$ cat src/rtl/ps2_host_phy_if.sv
// Byte-level handshake between the PS/2 PHY and its client: received bytes and
// send requests, all single-cycle strobes qualified by the system clock.
interface ps2_host_phy_if;
    logic [7:0] rx_data;
    logic       rx_valid;
    logic       rx_err;
    logic [7:0] tx_data;
    logic       tx_start;
    logic       tx_busy;
    logic       tx_done;
    logic       tx_err;

    modport master (
        input  rx_data, rx_valid, rx_err, tx_busy, tx_done, tx_err,
        output tx_data, tx_start
    );

    modport slave (
        output rx_data, rx_valid, rx_err, tx_busy, tx_done, tx_err,
        input  tx_data, tx_start
    );
endinterface

$ cat src/rtl/ps2_host_phy.sv
// PS/2 host line PHY: sync + de-glitch of clock/data, device->host framing, host->device send with ACK.
// Latency: pin edge to internal strobe is 2+FILTER_LEN enables; results pulse one clk after the frame's last edge.
// Backpressure: none; tx_start is accepted only while idle and dropped (not queued) while tx_busy is high.
module ps2_host_phy #(
    parameter int FILTER_LEN  = 8,
    parameter int INHIBIT_CYC = 800,
    parameter int TIMEOUT_CYC = 14000
) (
    input  logic           clk,
    input  logic           reset,
    input  logic           clk7_en,
    input  logic           ps2clk_i,
    input  logic           ps2dat_i,
    output logic           ps2clk_o,
    output logic           ps2dat_o,
    ps2_host_phy_if.slave  bus
);

    localparam int FW = $clog2(FILTER_LEN + 1);
    localparam int TW = $clog2(((TIMEOUT_CYC > INHIBIT_CYC) ? TIMEOUT_CYC : INHIBIT_CYC) + 1);

    typedef enum logic [2:0] {
        S_IDLE, S_RX, S_INHIBIT, S_REQ, S_TX, S_ACK, S_WAIT_REL
    } state_t;

    logic [1:0]    clk_sync_q, clk_sync_d;
    logic [1:0]    dat_sync_q, dat_sync_d;
    logic [FW-1:0] clk_cnt_q, clk_cnt_d;
    logic [FW-1:0] dat_cnt_q, dat_cnt_d;
    logic          fclk_q, fclk_d;
    logic          fdat_q, fdat_d;
    logic          fclk_fall;

    // A filtered level flips only after FILTER_LEN consecutive enabled samples disagree with it.
    always_comb begin
        clk_sync_d = clk_sync_q;
        dat_sync_d = dat_sync_q;
        clk_cnt_d  = clk_cnt_q;
        dat_cnt_d  = dat_cnt_q;
        fclk_d     = fclk_q;
        fdat_d     = fdat_q;
        fclk_fall  = 1'b0;
        if (clk7_en) begin
            clk_sync_d = {clk_sync_q[0], ps2clk_i};
            dat_sync_d = {dat_sync_q[0], ps2dat_i};

            if (clk_sync_q[1] == fclk_q) begin
                clk_cnt_d = '0;
            end else if (clk_cnt_q == FW'(FILTER_LEN - 1)) begin
                clk_cnt_d = '0;
                fclk_d    = clk_sync_q[1];
                fclk_fall = fclk_q;
            end else begin
                clk_cnt_d = clk_cnt_q + 1'b1;
            end

            if (dat_sync_q[1] == fdat_q) begin
                dat_cnt_d = '0;
            end else if (dat_cnt_q == FW'(FILTER_LEN - 1)) begin
                dat_cnt_d = '0;
                fdat_d    = dat_sync_q[1];
            end else begin
                dat_cnt_d = dat_cnt_q + 1'b1;
            end
        end
    end

    always_ff @(posedge clk) begin
        if (reset) begin
            clk_sync_q <= 2'b11;
            dat_sync_q <= 2'b11;
            clk_cnt_q  <= '0;
            dat_cnt_q  <= '0;
            fclk_q     <= 1'b1;
            fdat_q     <= 1'b1;
        end else begin
            clk_sync_q <= clk_sync_d;
            dat_sync_q <= dat_sync_d;
            clk_cnt_q  <= clk_cnt_d;
            dat_cnt_q  <= dat_cnt_d;
            fclk_q     <= fclk_d;
            fdat_q     <= fdat_d;
        end
    end

    state_t        state_q;
    logic [3:0]    bit_cnt_q;
    logic [TW-1:0] timer_q;
    logic [8:0]    rx_sh_q;
    logic [9:0]    tx_sh_q;
    logic [7:0]    rx_data_q;
    logic          rx_valid_q, rx_err_q, tx_done_q, tx_err_q;
    logic          ps2clk_o_q, ps2dat_o_q;
    logic          watched;

    assign watched = (state_q == S_RX) || (state_q == S_REQ) || (state_q == S_TX) ||
                     (state_q == S_ACK) || (state_q == S_WAIT_REL);

    always_ff @(posedge clk) begin
        if (reset) begin
            state_q    <= S_IDLE;
            bit_cnt_q  <= '0;
            timer_q    <= '0;
            rx_sh_q    <= '0;
            tx_sh_q    <= '1;
            rx_data_q  <= '0;
            rx_valid_q <= 1'b0;
            rx_err_q   <= 1'b0;
            tx_done_q  <= 1'b0;
            tx_err_q   <= 1'b0;
            ps2clk_o_q <= 1'b1;
            ps2dat_o_q <= 1'b1;
        end else begin
            rx_valid_q <= 1'b0;
            rx_err_q   <= 1'b0;
            tx_done_q  <= 1'b0;
            tx_err_q   <= 1'b0;
            if (clk7_en) begin
                if (watched && !fclk_fall && timer_q == TW'(TIMEOUT_CYC - 1)) begin
                    // Device stopped clocking: let go of the bus and report against the active direction.
                    ps2clk_o_q <= 1'b1;
                    ps2dat_o_q <= 1'b1;
                    state_q    <= S_IDLE;
                    if (state_q == S_RX) rx_err_q <= 1'b1;
                    else                 tx_err_q <= 1'b1;
                end else begin
                    if (watched) timer_q <= fclk_fall ? '0 : timer_q + 1'b1;
                    unique case (state_q)
                        S_IDLE: begin
                            if (bus.tx_start) begin
                                tx_sh_q    <= {1'b1, ~^bus.tx_data, bus.tx_data};
                                ps2clk_o_q <= 1'b0;
                                timer_q    <= '0;
                                state_q    <= S_INHIBIT;
                            end else if (fclk_fall && !fdat_q) begin
                                bit_cnt_q <= '0;
                                timer_q   <= '0;
                                state_q   <= S_RX;
                            end
                        end
                        S_RX: begin
                            if (fclk_fall) begin
                                if (bit_cnt_q == 4'd9) begin
                                    if ((^rx_sh_q) && fdat_q) begin
                                        rx_data_q  <= rx_sh_q[7:0];
                                        rx_valid_q <= 1'b1;
                                    end else begin
                                        rx_err_q <= 1'b1;
                                    end
                                    state_q <= S_IDLE;
                                end else begin
                                    rx_sh_q   <= {fdat_q, rx_sh_q[8:1]};
                                    bit_cnt_q <= bit_cnt_q + 1'b1;
                                end
                            end
                        end
                        S_INHIBIT: begin
                            if (timer_q == TW'(INHIBIT_CYC - 1)) begin
                                ps2dat_o_q <= 1'b0;
                                ps2clk_o_q <= 1'b1;
                                timer_q    <= '0;
                                bit_cnt_q  <= '0;
                                state_q    <= S_REQ;
                            end else begin
                                timer_q <= timer_q + 1'b1;
                            end
                        end
                        S_REQ, S_TX: begin
                            if (fclk_fall) begin
                                ps2dat_o_q <= tx_sh_q[0];
                                tx_sh_q    <= {1'b1, tx_sh_q[9:1]};
                                bit_cnt_q  <= bit_cnt_q + 1'b1;
                                state_q    <= (bit_cnt_q == 4'd9) ? S_ACK : S_TX;
                            end
                        end
                        S_ACK: begin
                            if (fclk_fall) begin
                                if (!fdat_q) begin
                                    state_q <= S_WAIT_REL;
                                end else begin
                                    tx_err_q <= 1'b1;
                                    state_q  <= S_IDLE;
                                end
                            end
                        end
                        S_WAIT_REL: begin
                            if (fclk_q && fdat_q) begin
                                tx_done_q <= 1'b1;
                                state_q   <= S_IDLE;
                            end
                        end
                        default: state_q <= S_IDLE;
                    endcase
                end
            end
        end
    end

    assign ps2clk_o     = ps2clk_o_q;
    assign ps2dat_o     = ps2dat_o_q;
    assign bus.rx_data  = rx_data_q;
    assign bus.rx_valid = rx_valid_q;
    assign bus.rx_err   = rx_err_q;
    assign bus.tx_busy  = (state_q != S_IDLE);
    assign bus.tx_done  = tx_done_q;
    assign bus.tx_err   = tx_err_q;

endmodule
$ cat src/flat_wrapper.sv
// flat-port wrapper written by rule: the top's interface ports become plain ports
module ps2_host_phy_flat 
#(
    parameter int FILTER_LEN  = 8,
    parameter int INHIBIT_CYC = 800,
    parameter int TIMEOUT_CYC = 14000
)
  (clk, reset, clk7_en, ps2clk_i, ps2dat_i, ps2clk_o, ps2dat_o, bus_rx_data, bus_rx_valid, bus_rx_err, bus_tx_busy, bus_tx_done, bus_tx_err, bus_tx_data, bus_tx_start);
  ps2_host_phy_if bus_i ();
  input  logic clk;
  input  logic reset;
  input  logic clk7_en;
  input  logic ps2clk_i;
  input  logic ps2dat_i;
  output logic ps2clk_o;
  output logic ps2dat_o;
  output wire logic [$bits(bus_i.rx_data)-1:0] bus_rx_data;
  output wire logic [$bits(bus_i.rx_valid)-1:0] bus_rx_valid;
  output wire logic [$bits(bus_i.rx_err)-1:0] bus_rx_err;
  output wire logic [$bits(bus_i.tx_busy)-1:0] bus_tx_busy;
  output wire logic [$bits(bus_i.tx_done)-1:0] bus_tx_done;
  output wire logic [$bits(bus_i.tx_err)-1:0] bus_tx_err;
  input wire logic [$bits(bus_i.tx_data)-1:0] bus_tx_data;
  input wire logic [$bits(bus_i.tx_start)-1:0] bus_tx_start;
  assign bus_rx_data = bus_i.rx_data;
  assign bus_rx_valid = bus_i.rx_valid;
  assign bus_rx_err = bus_i.rx_err;
  assign bus_tx_busy = bus_i.tx_busy;
  assign bus_tx_done = bus_i.tx_done;
  assign bus_tx_err = bus_i.tx_err;
  assign bus_i.tx_data = bus_tx_data;
  assign bus_i.tx_start = bus_tx_start;
  ps2_host_phy #(.FILTER_LEN(FILTER_LEN), .INHIBIT_CYC(INHIBIT_CYC), .TIMEOUT_CYC(TIMEOUT_CYC)) u_core (.clk(clk), .reset(reset), .clk7_en(clk7_en), .ps2clk_i(ps2clk_i), .ps2dat_i(ps2dat_i), .ps2clk_o(ps2clk_o), .ps2dat_o(ps2dat_o), .bus(bus_i));
endmodule
$ cat config.mk
export PLATFORM = sky130hd
export DESIGN_NAME = ps2_host_phy_flat
export DESIGN_NICKNAME = d
export VERILOG_FILES = /design/src/rtl/ps2_host_phy_if.sv /design/src/rtl/ps2_host_phy.sv /design/src/flat_wrapper.sv
export SDC_FILE = /design/constraint.sdc
export NUM_CORES = 1
export LEC_CHECK = 0
export CAP_MARGIN = 25
export CORE_ASPECT_RATIO = 1.2
export CORE_MARGIN = 1
export CORE_UTILIZATION = 40
export DETAILED_ROUTE_END_ITERATION = 12
export GPL_TIMING_DRIVEN = 0
export PLACE_DENSITY = 0.65
export SLEW_MARGIN = 15
export SYNTH_ARGS = -nofsm -noshare
export SYNTH_HDL_FRONTEND = slang
export SYNTH_SLANG_ARGS = --single-unit
$ cat constraint.sdc
create_clock -name clk -period 2.6 [get_ports clk]
set_input_delay 0.52 -clock clk [delete_from_list [all_inputs] [get_ports clk]]
set_output_delay 0.52 -clock clk [all_outputs]
set_load 0.05 [all_outputs]
Word level (Yosys, flattened, before mapping)
Index checks and enable logic that the tools add are counted.

Add/sub/neg operators: 4. Equal/unequal tests: 28. Muxes and demuxes: 56. Bitwise operators: 8. Reductions and logical operators: 33.

Operators with widths (count): 14-bit 2-to-1 mux (5); 4-bit 2-to-1 mux (10); 3-bit 2-to-1 mux (10); 14-bit one-hot mux with 2 select lines (1); 1-bit 2-to-1 mux (23); 10-bit 2-to-1 mux (2); 10-bit one-hot mux with 2 select lines (1); 3-bit one-hot mux with 6 select lines (1); 4-bit one-hot mux with 4 select lines (1); 14-bit by 1-bit adder with 14-bit output, second input constant (1); 14-bit by 10-bit equality test with 1-bit output, second input constant (1); 14-bit equality test, second input constant (1); 4-bit by 1-bit adder with 4-bit output, second input constant (3); 5-bit AND reduction (2); 3-bit equality test, second input constant (3); 3-bit by 2-bit != test with 1-bit output, second input constant (3); 9-bit AND reduction (1); 3-bit nonzero test (3); 9-bit XOR reduction (1); 4-bit by 3-bit equality test with 1-bit output, second input constant (2); 2-bit by 1-bit != test with 1-bit output, second input constant (4); 1-bit NOT (8); 4-bit AND reduction (2); 8-bit AND reduction (1); 22 further kinds (39).

Register bits: 68. Input bits: 14. Output and inout port bits: 15. Word-level logic and storage cells: 147.

Depth between registers and ports, before layout
Gate-level depths: netlist of the first run.

Depth after elaboration: 9. Gate-level depth with buffers: 8. Mapped depth without buffers: 7.

Least setup slack after synthesis of the first run
No wires, ideal clock.

Kind: reg-to-reg. From: register u_core.timer_q[7]. To: register u_core.bit_cnt_q[0]. Setup time: 0.121 ns. Data arrival time: 1.881 ns. Data required time: 2.479 ns. Setup slack: 0.597 ns. Stages on the path, launching flop included: 7. Buffers on the path: 1. Period minus slack after synthesis: 2.003 ns. Cells stage by stage: dfxtp_1 > buf_4 > or4_4 > nor4_4 > o21a_4 > nand3_2 > mux2_4.

Cells in the longest elaborated chain, start to end: 4. Elaborated cells on any way between the ends: 6. Those cells by class: eq/ne (3); bitwise (1); reduce/logical (2).

Ends and longest elaborated chain: start: declaration (line ps2_host_phy.sv:88) `logic [TW-1:0] timer_q;`; start signal: assignment (line ps2_host_phy.sv:127) `if (watched) timer_q <= fclk_fall ? '0 : timer_q + 1'b1;`; start signal: assignment (line ps2_host_phy.sv:165) `timer_q <= timer_q + 1'b1;`; branches (longest 3 deep; another with 14-bit by 10-bit equality test with 1-bit output); 9-bit AND reduction (no source line) (*); end signal: assignment (line ps2_host_phy.sv:153) `bit_cnt_q <= bit_cnt_q + 1'b1;`; end signal: assignment (line ps2_host_phy.sv:172) `bit_cnt_q <= bit_cnt_q + 1'b1;`; end: declaration (line ps2_host_phy.sv:87) `logic [3:0] bit_cnt_q;`.

Every way passes the cells marked *. A chain may end at the register's enable or synchronous reset.

Worst setup path after layout of the first run
From: input port clk7_en. To: register u_core.tx_sh_q[5].

Cells in the longest elaborated chain, start to end: 6. Elaborated cells on any way between the ends: 7. Those cells by class: eq/ne (1); mux (1); bitwise (1); reduce/logical (4).

Ends and longest elaborated chain: start: declaration (line flat_wrapper.sv:12) `input logic clk7_en;`; 1-bit 2-to-1 mux (line ps2_host_phy.sv:43) `if (clk7_en) begin`; 1-bit zero test (line ps2_host_phy.sv:119) `if (watched && !fclk_fall && timer_q == TW'(TIMEOUT_CYC - 1)) begin`; 1-bit logical AND (2 in a row) (line ps2_host_phy.sv:119); 1-bit NOT (no source line); 5-bit AND reduction (no source line) (*); end signal: assignment (line ps2_host_phy.sv:131) `tx_sh_q <= {1'b1, ~^bus.tx_data, bus.tx_data};`; end signal: assignment (line ps2_host_phy.sv:171) `tx_sh_q <= {1'b1, tx_sh_q[9:1]};`; end: declaration (line ps2_host_phy.sv:90) `logic [9:0] tx_sh_q;`.

Every way passes the cells marked *; elsewhere a longest branch is shown, timed or not.

==> impl_metrics.csv, run 1 <==
group,metric,value,unit
status,outcome,"complete, no violations",
cts,post_cts_buffers,0,
global_routing,grt_pass1_wl,16300,um
pwr,peakVddDrop,0.292,mV
critical_path,crit_path_top_delay_cell,"clkdlybuf4s50_1",
critical_path,slowest_delay,0.57,ns
synth,syn_area,3790,um2
floorplan,rows,38,
critical_path,reg2reg_depth,7,
floorplan,dieArea,9860,um2
synth,yosys.area.top_type_share,35.4,%
cts,cts.clk_slew.worst_paths,0.07,ns
route,via_per_inst,5.81,
global_routing,grt_start_max_net_pins,11,
synth,synthTopCellsByCount,"dfxtp_1 (67), nand2_1 (46), nor2_1 (32), mux2i_1 (29), a21oi_1 (28)",
synth,synthCells,449,
pwr,p_seq_share,46.5,%
critical_path,critPathKind,"primary input to flop",
synth,ys_seq_area_share,35.4,%
worst_hold_path,hold_path_end,"u_core.bus.rx_data[7]",
pwr,p_int,1640,uW
pwr,p_total,2290,uW
sta,tightest_slew,0.673,ns
critical_path,rrSetupSlack,0.32,ns
critical_path,crit_required,2.88,ns
critical_path,arrival,2.69,ns
synth,yosys_warnings,0,
route,wl_per_cell,16.0,um
synth,synth_edf_count,0,
route,detail_route.drc_violations,0,
critical_path,crit_family,"compound AO/OA/AOI/OAI gates",
worst_hold_path,worstHoldPathType,"flop to flop",
global_routing,use_met2,36.5,%
cts,cts_buffers,9,
global_routing,met1_usage,25.5,%
critical_path,rr_startpoint,"u_core.clk_cnt_q[0]",
sta,post-route-min-period,2.41,ns
sta,slew_headroom,55.1,%
final_layout,design_area,4410,um2
synth,synth_top_cell_by_area,"dfxtp_1",
critical_path,startpoint,"clk7_en",
critical_path,end_kind,"flop",
pwr,p_leak,0.00168,uW
synth,synth.most_common_cell,"dfxtp_1",
sta,clock.fmax,415,MHz
pwr,power_density,519,nW/um2
cts,clkLatencyLatePin,0.35,ns
cts,ctsHtreeMaxLevel,3,
floorplan,start_util,41.5,%
synth,postSynthNetCount,468,
worst_hold_path,hold_depth,2,
floorplan,die_w,90.8,um
floorplan,dieHeight,109,um
synth,synth-main-ff-cell,"dfxtp_1",
sta,skew,0.0130,ns
placed_design,placed_area,4220,um2
placed_design,hpwl,7000,um
floorplan,num_io_pins,29,
pwr,swShare,28.3,%
critical_path,cp_max_fo,10,
pwr,comb_power_share,16.6,%
worst_hold_path,worst_hold_startpoint,"u_core.bus.rx_data[7]",
cts,root_buffer,"clkbuf_8",
final_layout,layout-drive-gt1-share,8.96,%
critical_path,path_cells,"clkdlybuf4s50_1 > and4b_1 > a31oi_1 > o32ai_2 > buf_2 > a21oi_1 > o21ai_1",
route,antenna_left,0,
cts,clock_path_buffers,2,
global_routing,grt_use_total,21.1,%
sta,rsz0062_at_grt,"no",
floorplan,core_area,9130,um2
route,drt_iter0_drc,224,
final_layout,fillers,907,
global_routing,grt_pass1_vias,3298,
critical_path,critical_path_buf_inv_count,2,
synth,synth_area_per_cell,8.43,um2
route,route.vias.total,3548,
global_routing,grt_antenna_before_repair,0,
sta,period_share,92.8,%
cts,cts_tree,"built",
route,dr.pass1.iters,4,
sta,slew_violations,0,
final_layout,nets,507,
synth,synthTopCellsByArea,"dfxtp_1 (35%), mux2i_1 (7.7%), nand2_1 (4.6%)",
final_layout,final_util,48.4,%
pwr,p_switching,647,uW
synth,ys_ff_latch,67,
global_routing,grt_overflow,0,
final_layout,antennaDiodeCount,0,
critical_path,r2r-end,"u_core.tx_sh_q[5]",
critical_path,start_kind,"primary input",
final_layout,syn_to_final_growth,16.6,%
sta,hold_viol_final,0,
placed_design,port_buffers,28,
job,drv_cap,0,
route,wl,9780,um
global_routing,busiest_layer,"met2",
pwr,clock_power_share,36.9,%
critical_path,cp.depth,7,
cts,cts_sinks,67,
global_routing,use_met3,3.73,%
placed_design,globalplace.congestion,0.937,
synth,synthDistinctLibCells,68,
sta,setup_viol_count_final,0,
synth,async_flop_share,0,%
final cells by class:
cell class              count  area [um2]  share of cell area (%)
clock buffers              11         141                    3.20
plain buffers              32         160                    3.63
well taps                 120         150                    3.40
repair buffers             28         283                    6.41
clock inverters             3        40.0                   0.907
inverters                   9        33.8                   0.765
multi-input cells         341        2260                    51.3
flip-flops and latches     67        1340                    30.4
kinds of logic after synthesis:
kind of cell | after synthesis | synth area share, %
AND/OR/NAND/NOR | 187 | 27.3
AO/OA/AOI/OAI | 101 | 17.3
flip-flops | 67 | 35.4
buffers and inverters | 41 | 5.12
multiplexers | 32 | 8.76
XOR/XNOR | 16 | 4.43
adder cells (fa/ha/maj) | 5 | 1.65
placed cells by master (no fill, tap or decap), types with 3 or more instances in the layout:
| cell type | n |
|---|---|
| nor2b_1 | 6 |
| a32oi_1 | 3 |
| clkbuf_8 | 10 |
| nand3_1 | 19 |
| xnor2_1 | 12 |
| a21oi_1 | 28 |
| and3_1 | 17 |
| nand4b_1 | 4 |
| nor4_1 | 4 |
| o211ai_1 | 8 |
| nand3b_1 | 5 |
| dfxtp_1 | 67 |
| o21ai_0 | 11 |
| nor3_1 | 14 |
| nor2_1 | 32 |
| o221ai_1 | 3 |
| mux2i_1 | 29 |
| a31oi_1 | 8 |
| o21ai_1 | 16 |
| nand4_1 | 16 |
| clkdlybuf4s50_1 | 27 |
| nand2_1 | 46 |
| buf_6 | 3 |
| clkbuf_1 | 19 |
| inv_1 | 8 |
| buf_2 | 8 |
| ha_1 | 5 |
| o22ai_1 | 3 |
state kept, by name (all words and copies together), names as in the netlist:
signal,cells
u_core.clk_cnt_q,4
u_core.fclk_q,1
u_core.bus.tx_done,1
u_core.ps2clk_o,1
u_core.bus.tx_err,1
u_core.bit_cnt_q,4
u_core.bus.rx_data,8
u_core.bus.rx_valid,1
u_core.rx_sh_q,9
u_core.dat_cnt_q,4
u_core.ps2dat_o,1
u_core.tx_sh_q,9
u_core.timer_q,14
u_core.bus.rx_err,1
u_core.fdat_q,1
u_core.dat_sync_q,2
u_core.clk_sync_q,2
u_core.state_q,3
layer usage:
layer	vias up	part of all wire (%)
met5	-	0
met4	0	2.0
met3	15	3.7
met2	91	49
met1	1698	46
li1	1744	-
repair_timing:
item | CTS | global route
endpoints found under the hold margin | 0 | 0
hold buffers | 0 | 0
endpoints found under the setup margin | 9 | 2
resized for setup | 1 | 2
through the flow:
step | setup slack [ns] | cells | TNS, ns | hold slack (ns)
2_1_floorplan | 0.597 | 449 | 0 | 0.441
3_3_place_gp | -0.466 | 597 | -6.29 | 0.444
3_5_place_dp | -0.496 | 597 | -6.13 | 0.455
4_1_cts | 0.00518 | 611 | 0 | 0.464
5_1_grt | 0.0226 | 611 | 0 | 0.484
6_report | 0.188 | 611 | 0 | 0.459
power groups by stage:
stage / Clock [uW] / Combinational [uW] / Sequential (uW)
6_report: 845 / 380 / 1060
5_1_grt: 915 / 414 / 1070
4_1_cts: 864 / 375 / 1060
3_5_place_dp: 0 / 371 / 1090
3_3_place_gp: 0 / 370 / 1090
2_1_floorplan: 0 / 249 / 1100
how the worst max path moves through the flow:
stage                          end  slack (ns)
2_1_floorplan  u_core.bit_cnt_q[0]        0.60
3_3_place_gp     u_core.tx_sh_q[8]       -0.47
3_5_place_dp     u_core.tx_sh_q[5]       -0.50
4_1_cts                bus_tx_busy       0.005
5_1_grt          u_core.tx_sh_q[0]        0.02
6_report         u_core.tx_sh_q[5]        0.19
worst min-delay path: stages, from the launching register on:
cell     delay (ns)
dfxtp_1        0.31
nand2_1        0.05
mux2i_1        0.05
(Power assumes the default switching activity.)
==> run 2: changes to the inputs <==
--- a/config.mk
+++ b/config.mk
@@ -11,7 +11,7 @@
 export CORE_UTILIZATION = 40
 export DETAILED_ROUTE_END_ITERATION = 12
 export GPL_TIMING_DRIVEN = 0
-export PLACE_DENSITY = 0.65
+export PLACE_DENSITY = 0.59
 export SLEW_MARGIN = 15
 export SYNTH_ARGS = -nofsm -noshare
 export SYNTH_HDL_FRONTEND = slang
==> impl_metrics.csv, run 2 (same netlist as run 1, synthesis figures left out) <==
group,metric,value,unit
job,drv_cap,0,
pwr,comb_power_share,16.0,%
global_routing,grt_use_total,20.8,%
placed_design,place_inst,597,
sta,period_share,93.7,%
global_routing,grt_antenna_before_repair,0,
sta,slew_headroom,53.3,%
cts,clock_path_buffers,2,
pwr,clock_power_share,39.8,%
floorplan,dieHeight,109,um
cts,cts_buffers,9,
final_layout,regMostFlops,"u_core.timer_q",
sta,rsz0062_at_grt,"no",
floorplan,num_io_pins,29,
critical_path,end_kind,"flop",
cts,cts_sinks,67,
route,wl_per_cell,16.0,um
global_routing,grt_pass1_wl,16300,um
sta,tns,0,ns
cts,ctsHtreeMaxLevel,3,
floorplan,dieArea,9860,um2
route,drt_iter0_drc,241,
placed_design,port_buffers,28,
sta,tightest_slew,0.700,ns
route,antenna_left,0,
pwr,peakVddDrop,0.269,mV
route,via_per_inst,5.73,
critical_path,start_kind,"primary input",
pwr,swShare,27.4,%
route,wl,9840,um
sta,clock.fmax,410,MHz
critical_path,rrSetupSlack,0.32,ns
critical_path,cp_max_fo,10,
critical_path,slowest_delay,0.58,ns
final_layout,reg_top3,"u_core.timer_q x14, u_core.rx_sh_q x9, u_core.tx_sh_q x9",
critical_path,arrival,2.71,ns
cts,clkLatencyLatePin,0.35,ns
cts,cts.clk_slew.worst_paths,0.07,ns
critical_path,crit_end,"u_core.timer_q[5]",
global_routing,grt_overflow,0,
final_layout,fin_cells,615,
final_layout,nets,510,
pwr,p_leak,0.00170,uW
final_layout,layout-drive-gt1-share,9.90,%
floorplan,die_w,90.8,um
final_layout,antennaDiodeCount,0,
worst_hold_path,worstHoldPathType,"flop to flop",
sta,hold_ws,0.458,ns
pwr,p_switching,660,uW
floorplan,rows,38,
pwr,p_int,1750,uW
critical_path,r2r-end,"u_core.timer_q[5]",
placed_design,globalplace.congestion,0.927,
critical_path,path_cells,"clkdlybuf4s50_1 > nand4b_1 > o221a_2 > a21oi_1 > buf_6 > buf_2 > nand3_1 > a31oi_1",
sta,hold_viol_final,0,
global_routing,grt_pass1_vias,3243,
route,detail_route.drc_violations,0,
pwr,power_density,538,nW/um2
critical_path,reg2reg_depth,8,
route,dr.pass1.iters,5,
pwr,p_seq_share,44.2,%
status,outcome,"complete, no violations",
route,route.vias.total,3521,
critical_path,startpoint,"clk7_en",
floorplan,start_util,41.5,%
critical_path,crit_path_top_delay_cell,"clkdlybuf4s50_1",
critical_path,crit_required,2.87,ns
placed_design,dp_slack,-0.523,ns
final_layout,final_common_cell,"dfxtp_1",
floorplan,core_area,9130,um2
critical_path,critPathKind,"primary input to flop",
cts,cts_tree,"built",
sta,post-route-min-period,2.44,ns
final_layout,largest_register_ffs,14,
final_layout,final_util,49.1,%
placed_design,hpwl,6970,um
sta,skew,0.00804,ns
global_routing,grt_start_max_net_pins,12,
cts,root_buffer,"clkbuf_8",
sta,layout_setup_ws,0.164,ns
sta,setup_viol_count_final,0,
final_layout,syn_to_final_growth,18.4,%
final_layout,final_cell_mix,"dfxtp_1 (67), nand2_1 (46), nor2_1 (32), mux2i_1 (29), a21oi_1 (28)",
sta,slew_violations,0,
critical_path,rr_startpoint,"u_core.clk_cnt_q[0]",
run 2: per-layer routing:
| layer | GRT usage [%] | share of wire [%] | up-vias |
|---|---|---|---|
| met5 | 0 | 0 | - |
| met4 | 6.01 | 0.95 | 0 |
| met3 | 4.36 | 5.5 | 9 |
| met2 | 35.9 | 47 | 113 |
| met1 | 26.3 | 46 | 1654 |
| li1 | - | - | 1745 |
run 2: through the flow:
step	total power, uW	area (um2)
CTS	2420	4440
floorplan	1340	3790
global route	2520	4480
finish	2410	4480
global placement	1460	4220
detailed placement	1460	4220
run 2: worst min path at each step:
stage                           from  depth (start not counted)                    end
3_3_place_gp   u_core.bus.rx_data[2]                          2  u_core.bus.rx_data[2]
3_5_place_dp   u_core.bus.rx_data[7]                          2  u_core.bus.rx_data[7]
4_1_cts        u_core.bus.rx_data[7]                          2  u_core.bus.rx_data[7]
5_1_grt        u_core.bus.rx_data[7]                          2  u_core.bus.rx_data[7]
2_1_floorplan   u_core.clk_sync_q[0]                          2   u_core.clk_sync_q[0]
6_report       u_core.bus.rx_data[6]                          2  u_core.bus.rx_data[6]
run 2: area by class of cell:
cell class	instances	area [um2]
inverter	9	33.8
sequential	67	1340
timing repair buffer	31	305
clock buffer	11	141
multi-input combinational	341	2280
clock inverter	4	75.1
tap	120	150
buffer	32	161
fill	925	4640
run 2: timing repair:
action / CTS / global route
endpoints found under the setup margin: 9 / 9
buffers inserted: 0 / 3
hold buffers: 0 / 0
pin swaps: 0 / 1
endpoints found under the hold margin: 0 / 0
gates resized for setup: 1 / 5
run 2: power by group through the flow:
stage               Sequential (uW)  Clock [uW]  Combinational [uW]
finish                         1060         960                 386
CTS                            1060         984                 375
floorplan                      1100           0                 249
global route                   1070        1040                 416
detailed placement             1090           0                 371
global placement               1090           0                 372
run 2: worst max-delay path: cells and delay by family:
kind,cells,cell delay (ns)
buffers and inverters,3,1.01
and+or+nand+nor,2,0.39
AOI/OAI and AO/OA,3,0.78
